===== src/rtl/lcd_pkg.sv =====
// Shared types and constants for the HD44780 frame feeder.
// Frame cells are addressed by a flat index: row * COLS + col.
package lcd_pkg;

    typedef enum logic [1:0] {
        ST_IDLE,
        ST_ADDR,
        ST_CHAR,
        ST_DONE
    } feeder_state_t;

    localparam logic [7:0] CMD_SET_DDRAM = 8'h80;
    localparam logic [7:0] CHAR_SPACE    = 8'h20;
    localparam int         MAX_CELLS     = 32;

    function automatic logic [4:0] cell_index(input logic row, input logic [3:0] col, input int cols);
        return row ? 5'(cols) + {1'b0, col} : {1'b0, col};
    endfunction

endpackage


===== src/rtl/lcd_frame_ram.sv =====
// Character frame storage: one synchronous write port, one combinational read port.
// Reset fills every cell with a space.
module lcd_frame_ram
    import lcd_pkg::*;
#(
    parameter int DEPTH = 32
) (
    input  logic       clk_i,
    input  logic       rst_i,
    input  logic       we_i,
    input  logic [4:0] wr_idx_i,
    input  logic [7:0] wr_data_i,
    input  logic [4:0] rd_idx_i,
    output logic [7:0] rd_data_o
);

    logic [7:0] mem_q [DEPTH];

    always_ff @(posedge clk_i) begin
        if (rst_i) begin
            for (int i = 0; i < DEPTH; i++) begin
                mem_q[i] <= CHAR_SPACE;
            end
        end else if (we_i) begin
            for (int i = 0; i < DEPTH; i++) begin
                if (wr_idx_i == 5'(i)) begin
                    mem_q[i] <= wr_data_i;
                end
            end
        end
    end

    always_comb begin
        rd_data_o = CHAR_SPACE;
        for (int i = 0; i < DEPTH; i++) begin
            if (rd_idx_i == 5'(i)) begin
                rd_data_o = mem_q[i];
            end
        end
    end

endmodule


===== src/rtl/lcd_frame_feeder.sv =====
// Streams a ROWS x COLS character frame to the LCD driver as {rs, data} words:
// per row, one set-DDRAM-address instruction followed by COLS character writes.
module lcd_frame_feeder
    import lcd_pkg::*;
#(
    parameter int         COLS       = 16,
    parameter int         ROWS       = 2,
    parameter logic [7:0] LINE0_ADDR = 8'h00,
    parameter logic [7:0] LINE1_ADDR = 8'h40
) (
    input  logic       clk,
    input  logic       rst,
    input  logic       wr_en,
    input  logic       wr_row,
    input  logic [3:0] wr_col,
    input  logic [7:0] wr_char,
    input  logic       refresh,
    output logic       busy,
    output logic       cmd_valid,
    output logic       cmd_rs,
    output logic [7:0] cmd_data,
    input  logic       cmd_ready,
    output logic       frame_done
);

    localparam logic [3:0] COL_LAST = 4'(COLS - 1);
    localparam logic       ROW_LAST = 1'(ROWS - 1);

    feeder_state_t state_q, state_d;
    logic       row_q, row_d;
    logic [3:0] col_q, col_d;
    logic       pending_q, pending_d;
    logic       busy_q, busy_d;
    logic       valid_q, valid_d;
    logic       rs_q, rs_d;
    logic [7:0] data_q, data_d;
    logic       done_q, done_d;

    logic       wrInRange;
    logic       handshake;
    logic [7:0] rdChar;

    assign wrInRange = wr_en && (32'(wr_row) < ROWS) && (32'(wr_col) < COLS);
    assign handshake = valid_q && cmd_ready;

    // Read address follows the next counter values so a new character word is
    // captured from the buffer on the same edge that presents it.
    lcd_frame_ram #(
        .DEPTH(ROWS * COLS)
    ) u_ram (
        .clk_i    (clk),
        .rst_i    (rst),
        .we_i     (wrInRange),
        .wr_idx_i (cell_index(wr_row, wr_col, COLS)),
        .wr_data_i(wr_char),
        .rd_idx_i (cell_index(row_d, col_d, COLS)),
        .rd_data_o(rdChar)
    );

    always_comb begin
        state_d   = state_q;
        row_d     = row_q;
        col_d     = col_q;
        pending_d = pending_q;
        if (state_q != ST_IDLE && (refresh || wrInRange)) begin
            pending_d = 1'b1;
        end
        case (state_q)
            ST_IDLE: begin
                if (refresh || pending_q) begin
                    state_d   = ST_ADDR;
                    row_d     = 1'b0;
                    col_d     = 4'd0;
                    pending_d = 1'b0;
                end
            end
            ST_ADDR: begin
                if (handshake) begin
                    state_d = ST_CHAR;
                    col_d   = 4'd0;
                end
            end
            ST_CHAR: begin
                if (handshake) begin
                    if (col_q != COL_LAST) begin
                        col_d = col_q + 4'd1;
                    end else if (row_q != ROW_LAST) begin
                        row_d   = row_q + 1'b1;
                        col_d   = 4'd0;
                        state_d = ST_ADDR;
                    end else begin
                        state_d = ST_DONE;
                    end
                end
            end
            ST_DONE: state_d = ST_IDLE;
            default: state_d = ST_IDLE;
        endcase
    end

    // A fresh word is loaded only on entry to a transfer or after a handshake,
    // which keeps rs/data stable while the driver stalls.
    always_comb begin
        valid_d = (state_d == ST_ADDR) || (state_d == ST_CHAR);
        busy_d  = valid_d;
        done_d  = (state_d == ST_DONE);
        rs_d    = rs_q;
        data_d  = data_q;
        if (!valid_d) begin
            rs_d   = 1'b0;
            data_d = 8'h00;
        end else if (state_q == ST_IDLE || state_q == ST_DONE || handshake) begin
            if (state_d == ST_ADDR) begin
                rs_d   = 1'b0;
                data_d = CMD_SET_DDRAM | {1'b0, (row_d ? LINE1_ADDR[6:0] : LINE0_ADDR[6:0])};
            end else begin
                rs_d   = 1'b1;
                data_d = rdChar;
            end
        end
    end

    always_ff @(posedge clk) begin
        if (rst) begin
            state_q   <= ST_IDLE;
            row_q     <= 1'b0;
            col_q     <= 4'd0;
            pending_q <= 1'b0;
            busy_q    <= 1'b0;
            valid_q   <= 1'b0;
            rs_q      <= 1'b0;
            data_q    <= 8'h00;
            done_q    <= 1'b0;
        end else begin
            state_q   <= state_d;
            row_q     <= row_d;
            col_q     <= col_d;
            pending_q <= pending_d;
            busy_q    <= busy_d;
            valid_q   <= valid_d;
            rs_q      <= rs_d;
            data_q    <= data_d;
            done_q    <= done_d;
        end
    end

    assign busy       = busy_q;
    assign cmd_valid  = valid_q;
    assign cmd_rs     = rs_q;
    assign cmd_data   = data_q;
    assign frame_done = done_q;

endmodule


===== config.mk =====
export PLATFORM = sky130hd
export DESIGN_NAME = lcd_frame_feeder
export DESIGN_NICKNAME = d
export VERILOG_FILES = /design/src/rtl/lcd_pkg.sv /design/src/rtl/lcd_frame_ram.sv /design/src/rtl/lcd_frame_feeder.sv
export SDC_FILE = /design/constraint.sdc
export NUM_CORES = 1
export LEC_CHECK = 0
export BUFFER_PORTS_ARGS = -buffer_cell sky130_fd_sc_hd__buf_2
export CAP_MARGIN = 20
export CELL_PAD_IN_SITES_DETAIL_PLACEMENT = 1
export CELL_PAD_IN_SITES_GLOBAL_PLACEMENT = 2
export CORE_MARGIN = 2
export CORE_UTILIZATION = 48
export CTS_BUF_LIST = sky130_fd_sc_hd__clkbuf_8
export CTS_CLUSTER_DIAMETER = 150
export DETAILED_ROUTE_END_ITERATION = 16
export PLACE_DENSITY = 0.9
export SETUP_SLACK_MARGIN = 0.5
export SKIP_CTS_REPAIR_TIMING = 1
export SLEW_MARGIN = 5
export SYNTH_ARGS = -nofsm -noshare
export SYNTH_HDL_FRONTEND = slang
export SYNTH_SLANG_ARGS = --single-unit

===== constraint.sdc =====
create_clock -name clk -period 6.3 [get_ports clk]
set_input_delay 0.63 -clock clk [delete_from_list [all_inputs] [get_ports clk]]
set_output_delay 0.63 -clock clk [all_outputs]
set_load 0.005 [all_outputs]

==> summary.txt, run 1 <==
Outcome
  – Outcome: completed

Clock network
  – Max Root-Sink Buffers: 3
  – TritonCTS Buffers: 46
  – Clock Latency Late Sink: 0.58 ns
  – Clock-pin slew of the registers on the worst-case setup and hold paths: 0.06 ns
  – Clock sink count: about 280
  – Clock root buffer: clkbuf_8
  – CTS tree: done
  – Htree depth: 2

Pwr
  – Maximum vdd drop: 171 uV
  – Leakage power: 0.00499 uW
  – Power per cell area: roughly 280 nW/um^2
  – Total Power: 3910 uW

Hold path
  – Hold path startpoint: rst
  – Hold crit path type: in -> reg

GRT
  – Total GRT Usage: about a third
  – Gr ovfl total: 0
  – Initial antenna violation count: 0
  – Global-route wire length before repair: 66800 microns
  – Largest net degree at the start of global routing: 52
  – Vias in the first global route: 10169

Routing
  – Final wirelength: 45100 microns
  – DRC: 0
  – WL per Instance: 29.5 microns
  – Via count: 10362
  – Initial DRC count: around 1500
  – Detail Route Antenna Nets: 0
  – Via density: 6.78
  – DR pass1 iterations: 7

Synthesis
  – Largest family of logic cells by synthesized area: simple AND/OR/NAND/NOR gates
  – Synth warn: 0
  – Synth cell types: 74
  – Synthesized area: 12700 sq um
  – Sequential element share of the synthesized area: between 60 and 70%
  – Mux cell area share after synthesis: 1.99%
  – Post-Synthesis Net Count: 1137
  – Synth Flop Type: edfxtp_1
  – Synth top area share: 60.7%
  – Top cells by area, synth: edfxtp_1, nor2_1, nand2_1
  – Synth Area per Inst: between 10 and 15 sq um
  – Asr flop ratio synth: 0%
  – Synth Area in Adders: 0.691%
  – Post-synth EDFFs: 256
  – Synth Area in Compound Gates: 15.2%
  – Leading area contributor after synthesis: edfxtp_1
  – Post-synthesis register bit count: 275
  – Post-Synth Simple-Gate Area: 15.3%
  – Xor/xnor share of the synthesized area: 0%
  – Gate Count Post-Synth: about 1100

Finish
  – Share of layout cells above drive strength 1: a little under an eighth
  – Antenna cells: 0
  – Area growth syn-to-layout: 10.6%
  – Nets: 1183
  – Fin cells: 1528
  – Post-route cell area: 14000 sq um

STA
  – Setup TNS: 0 ns
  – RSZ-0062 raised after global routing: false
  – Skew final: 0.0155 ns
  – # setup viols final: 0
  – Minimum clock period: 4.89 ns
  – Final period util: 77.6%
  – Highest clock rate: 0.205 GHz
  – Rel. slew slack: approximately 22%
  – Final slew viol count: 0
  – Final Hold Viols: 0
  – Worst Max-Slew Pin Slew: approximately 1.1 ns

Die
  – Die area: 27700 sq um
  – Std-Cell Rows: 59
  – Initial Util: 48.8%
  – Die height: 166 microns
  – Die X: 166 microns
  – Area of the core: between 20000 and 30000 sq um
  – I/O Pins: 30

Worst setup path
  – Req. time, crit path: 6.71 ns
  – CP cell instances: ha_1 > and3_1 > a211o_1 > a21o_2 > buf_4 > nand2_1 > o22ai_1 > a2bb2oi_1 > nand2_1 > a2111oi_0 > a31oi_1
  – Worst Path Arrival: 5.30 ns
  – Crit path max-delay family: compound AO/OA/AOI/OAI gates
  – Worst r2r src: col_q[0]
  – CP max-delay cell: a2111oi_0
  – Critical path capture point type: register
  – Critical Path Fanout Max: 39
  – Critical setup path kind: reg -> reg
  – Most common cell type on the critical path: nand2_1
  – Worst Setup SP: col_q[0]
  – Crit path largest cell delay: 0.96 ns
  – Setup crit start kind: register
  – WP buf/inv: 1

Run
  – Max-Cap Viols: 0

Place
  – # placed instances: 1444
  – Placed Area: between 10000 and 15000 sq um
  – GPL Wtd Cong: 0.972
  – IO buf count: 29
  – DP HPWL: 30200 microns
[cell families after synthesis]
| family | Yosys count |
|---|---|
| DFF | 275 |
| AOI/OAI and AO/OA | 276 |
| and+or+nand+nor | 453 |
| adders and majority gates | 7 |
| buffers and inverters | 80 |
| muxes | 21 |
[stage by stage]
step / utilization (%) / worst slack (ns) / hold slack (ns)
2_1_floorplan: - / 3.32 / 0.481
5_1_grt: 53.9 / 1.25 / 0.386
3_3_place_gp: 50.6 / 1.70 / 0.462
6_report: 53.9 / 1.41 / 0.371
3_5_place_dp: 50.7 / 1.60 / 0.510
4_1_cts: 53.9 / 1.59 / 0.360
[layout make-up]
| type | count | area [sq um] |
|---|---|---|
| fill | 2780 | 12000 |
| clock inverter | 34 | 151 |
| multi-input combinational | 757 | 4230 |
| tap | 335 | 419 |
| sequential | 275 | 8070 |
| inverter | 17 | 63.8 |
| clock buffer | 49 | 674 |
| timing repair buffer | 61 | 405 |
[synthesized netlist by cell type, drive strengths merged, types with 6 or more instances]
library cell    n
clkbuf         29
o22ai          12
o221ai         13
nor3           26
a21oi          53
dfxtp          19
and3            6
a221oi         11
nand2         142
o211ai         14
a21o            7
buf            34
inv            17
edfxtp        256
ha              7
a22oi          12
nand3          52
a2bb2oi        12
o31ai           7
nor2          190
nand4          13
a31oi          20
o21ai          57
a211oi         14
mux2i          14
[layer usage]
metal  routed length (microns)  part of all wire (%)  vias up  GRT usage (%)
met5                         0                     0        -              0
met4                      1920                   4.3        0           11.5
met3                      4460                   9.9      150           5.92
met2                     20500                    46      678           50.2
met1                     18100                    40     5219           45.5
li1                          -                     -     4315              -
[sequential cells by signal, summed over array words and instances, names as in the netlist]
| signal | cells |
|---|---|
| row_q | 1 |
| col_q | 4 |
| cmd_valid | 1 |
| state_q | 2 |
| cmd_data | 8 |
| pending_q | 1 |
| u_ram.mem_q | 256 |
| cmd_rs | 1 |
| frame_done | 1 |
[final timing paths]
path | end | slack, ns | cells past startpoint
min | col_q[1] | 0.37 | 2
min reg2reg | cmd_rs | 0.51 | 2
max reg2reg | cmd_data[2] | 1.41 | 11
max | cmd_data[2] | 1.41 | 11
[power by group]
group / switching (uW) / internal, uW / total [uW]
Clock: 739 / 723 / 1460
Combinational: 189 / 68.2 / 257
Sequential: 59.8 / 2130 / 2190
Total: 988 / 2920 / 3910
[cells in the final DEF, fill, tap and decap left out, types with 25 or more instances in the layout]
master / netlist / routed
nand3_1: 51 / 51
clkbuf_8: 0 / 49
buf_2: 22 / 29
nor2_1: 189 / 188
nand2_1: 142 / 142
nor3_1: 25 / 25
o21ai_0: 57 / 52
buf_4: 4 / 30
inv_1: 16 / 37
a21oi_1: 50 / 50
edfxtp_1: 256 / 256
No activity file was read; power rests on OpenSTA's default activity.
==> run 2: changes to the inputs <==
--- a/config.mk
+++ b/config.mk
@@ -10,11 +10,11 @@
 export CELL_PAD_IN_SITES_DETAIL_PLACEMENT = 1
 export CELL_PAD_IN_SITES_GLOBAL_PLACEMENT = 2
 export CORE_MARGIN = 2
-export CORE_UTILIZATION = 48
+export CORE_UTILIZATION = 40
 export CTS_BUF_LIST = sky130_fd_sc_hd__clkbuf_8
 export CTS_CLUSTER_DIAMETER = 150
 export DETAILED_ROUTE_END_ITERATION = 16
-export PLACE_DENSITY = 0.9
+export PLACE_DENSITY = 0.81
 export SETUP_SLACK_MARGIN = 0.5
 export SKIP_CTS_REPAIR_TIMING = 1
 export SLEW_MARGIN = 5
==> constraint.sdc (replaced) <==
create_clock -name clk -period 4.4 [get_ports clk]
set_input_delay 0.44 -clock clk [delete_from_list [all_inputs] [get_ports clk]]
set_output_delay 0.44 -clock clk [all_outputs]
set_load 0.005 [all_outputs]
==> run 2 against run 1 <==
Compared with the run above:
- sequential power up 43%
- wire length up 1.5%
- die area is 19% higher
- register-to-register slack got worse by 0.82 ns
- worst hold slack worse by 0.18 ns
- design area up 3.2%
- sequential cell count unchanged
- combinational power increased by 49%
- fmax rose by 28%
- first-iteration DRC count down 26%
- clock skew grew 0.0085 ns
- largest cell class unchanged
- highest routed layer unchanged
==> summary.txt, run 2 (synthesis results as in run 1) <==
Routing
  – M1 WL: 19800 microns (was 18100 microns)
  – Initial DRC count: 1147 (was 1548)
  – Highest metal used: met4 (unchanged)
  – DRC: 0 (unchanged)
  – Routed wl met2: 21000 microns (was 20500 microns)
  – Via count: 10144 (was 10362)
  – DR WL met3: 3620 microns (was 4460 microns)
  – Detail Route Antenna Nets: 0 (unchanged)
  – WL per Instance: 28.0 microns (was 29.5 microns)
  – DR pass1 iterations: 5 (was 7)
  – Final wirelength: 45800 microns (was 45100 microns)
  – Via density: 6.21 (was 6.78)

Worst setup path
  – Worst Path Arrival: 4.28 ns (was 5.30 ns)
  – Setup crit start kind: register (unchanged)
  – Critical setup path kind: reg -> reg (unchanged)
  – Req. time, crit path: 4.87 ns (was 6.71 ns)
  – Critical path capture point type: register (unchanged)
  – Critical Path Fanout Max: 16 (was 39)

Place
  – IO buf count: 29 (unchanged)
  – Post-place setup slack: 0.187 ns (was 1.60 ns)
  – # placed instances: 1542 (was 1444)
  – DP HPWL: 31500 microns (was 30200 microns)
  – GPL Wtd Cong: 0.946 (was 0.972)

STA
  – Setup slack after layout: 0.591 ns (was 1.41 ns)
  – Setup TNS: 0 ns (unchanged)
  – Highest clock rate: 0.263 GHz (was 0.205 GHz)
  – Skew final: 0.0239 ns (was 0.0155 ns)
  – Minimum clock period: 3.81 ns (was 4.89 ns)
  – Worst Max-Slew Pin Slew: 1.07 ns (was 1.14 ns)
  – Final Hold Viols: 0 (unchanged)
  – Rel. slew slack: 28.2% (was 22.0%)
  – RSZ-0062 raised after global routing: true (was false)
  – Final slew viol count: 0 (unchanged)
  – Final period util: 86.6% (was 77.6%)
  – # setup viols final: 0 (unchanged)

Finish
  – Commonest non-fill, non-tap cell in the layout: edfxtp_1 (unchanged)
  – Most frequent cells in the layout: edfxtp_1, nor2_1, nand2_1 (unchanged)
  – Antenna cells: 0 (unchanged)
  – Nets: 1220 (was 1183)
  – Area growth syn-to-layout: 14.1% (was 10.6%)
  – Fin cells: 1634 (was 1528)
  – Max reg flops: 256 (unchanged)
  – Share of layout cells above drive strength 1: 15.9% (was 11.9%)
  – Register with the most flip-flops: u_ram.mem_q (unchanged)

Pwr
  – Clk network pwr share: 38.0% (was 37.4%)
  – Power per cell area: 391 nW/um^2 (was 279 nW/um^2)
  – Comb pwr share: 6.8% (was 6.6%)
  – Sequential power share: 55.2% (was 56.0%)
  – Switch Pwr: 1420 uW (was 988 uW)
  – Leakage power: 0.00519 uW (was 0.00499 uW)
  – Pint: 4240 uW (was 2920 uW)
  – Sw frac: 25.1% (was 25.3%)
  – Maximum vdd drop: 199 uV (was 171 uV)

Run
  – Max-Cap Viols: 0 (unchanged)

Clock network
  – Clock-pin slew of the registers on the worst-case setup and hold paths: 0.06 ns (about the same)
  – Clock root buffer: clkbuf_8 (unchanged)
  – Max Root-Sink Buffers: 3 (unchanged)
  – Clock sink count: 275 (unchanged)
  – CTS tree: done (unchanged)
  – TritonCTS Buffers: 46 (unchanged)
  – Clock Latency Late Sink: 0.59 ns (was 0.58 ns)
  – Htree depth: 2 (unchanged)

Die
  – Die area: 33100 sq um (was 27700 sq um)
  – Die height: 182 microns (was 166 microns)
  – Area of the core: 31400 sq um (was 26000 sq um)
  – Die X: 182 microns (was 166 microns)
  – Std-Cell Rows: 65 (was 59)
  – Initial Util: 40.4% (was 48.8%)
  – I/O Pins: 30 (unchanged)

GRT
  – Global-route wire length before repair: 67800 microns (was 66800 microns)
  – Vias in the first global route: 10260 (was 10169)
  – Largest net degree at the start of global routing: 32 (was 52)
  – Gr ovfl total: 0 (unchanged)
  – Total GRT Usage: 27.6% (was 32.2%)
  – Initial antenna violation count: 0 (unchanged)

Outcome
  – Outcome: completed (unchanged)

Hold path
  – Hold crit path type: in -> reg (unchanged)
==> run 2: final cells by class <==
cell class	count	area (sq um)
clock inverters	36	176
repair buffers	97	656
well taps	402	503
multi-input cells	758	4320
inverters	17	63.8
clock buffers	49	674
flip-flops and latches	275	8070
fillers	3354	16900
==> run 2: critical path: stages, from the launching register on <==
cell and delay [ns]:
dfxtp_1 0.42, ha_1 0.43, and4b_1 0.33, a41oi_1 0.41, a21o_2 0.42, nor2_1 0.22, a222oi_1 0.56, o211ai_1 0.21
a211o_1 0.31, o311a_1 0.37
==> run 2: power by group through the flow <==
stage	Combinational, uW	Sequential [uW]	Clock, uW
2_1_floorplan	200	3140	0
3_3_place_gp	359	3170	0
3_5_place_dp	366	3170	0
4_1_cts	367	3120	2170
5_1_grt	410	3140	2270
6_report	384	3130	2150
==> run 2: worst paths after layout <==
| kind | startpoint | endpoint | slack (ns) | depth (start not counted) |
|---|---|---|---|---|
| setup / recovery | state_q[1] | cmd_data[3] | 0.59 | 9 |
| hold / removal | rst | state_q[1] | 0.20 | 2 |
| setup reg to reg | state_q[1] | cmd_data[3] | 0.59 | 9 |
| hold reg to reg | cmd_rs | cmd_rs | 0.50 | 2 |
==> run 2: metrics by stage <==
step / hold WS (ns) / power, uW / util (%) / cell area [sq um]
after floorplan: 0.481 / 3340 / - / 12700
after global placement: 0.464 / 3530 / 42.9 / 13500
after detailed placement: 0.485 / 3540 / 42.9 / 13500
after CTS: 0.177 / 5660 / 45.6 / 14300
after global routing: 0.203 / 5820 / 46.1 / 14500
final: 0.195 / 5660 / 46.1 / 14500
==> run 2: metal layers <==
metal / vias up / track usage, %
li1: 4383 / -
met1: 5176 / 38.8
met2: 492 / 43.9
met3: 93 / 5.03
met4: 0 / 8.48
met5: - / 0
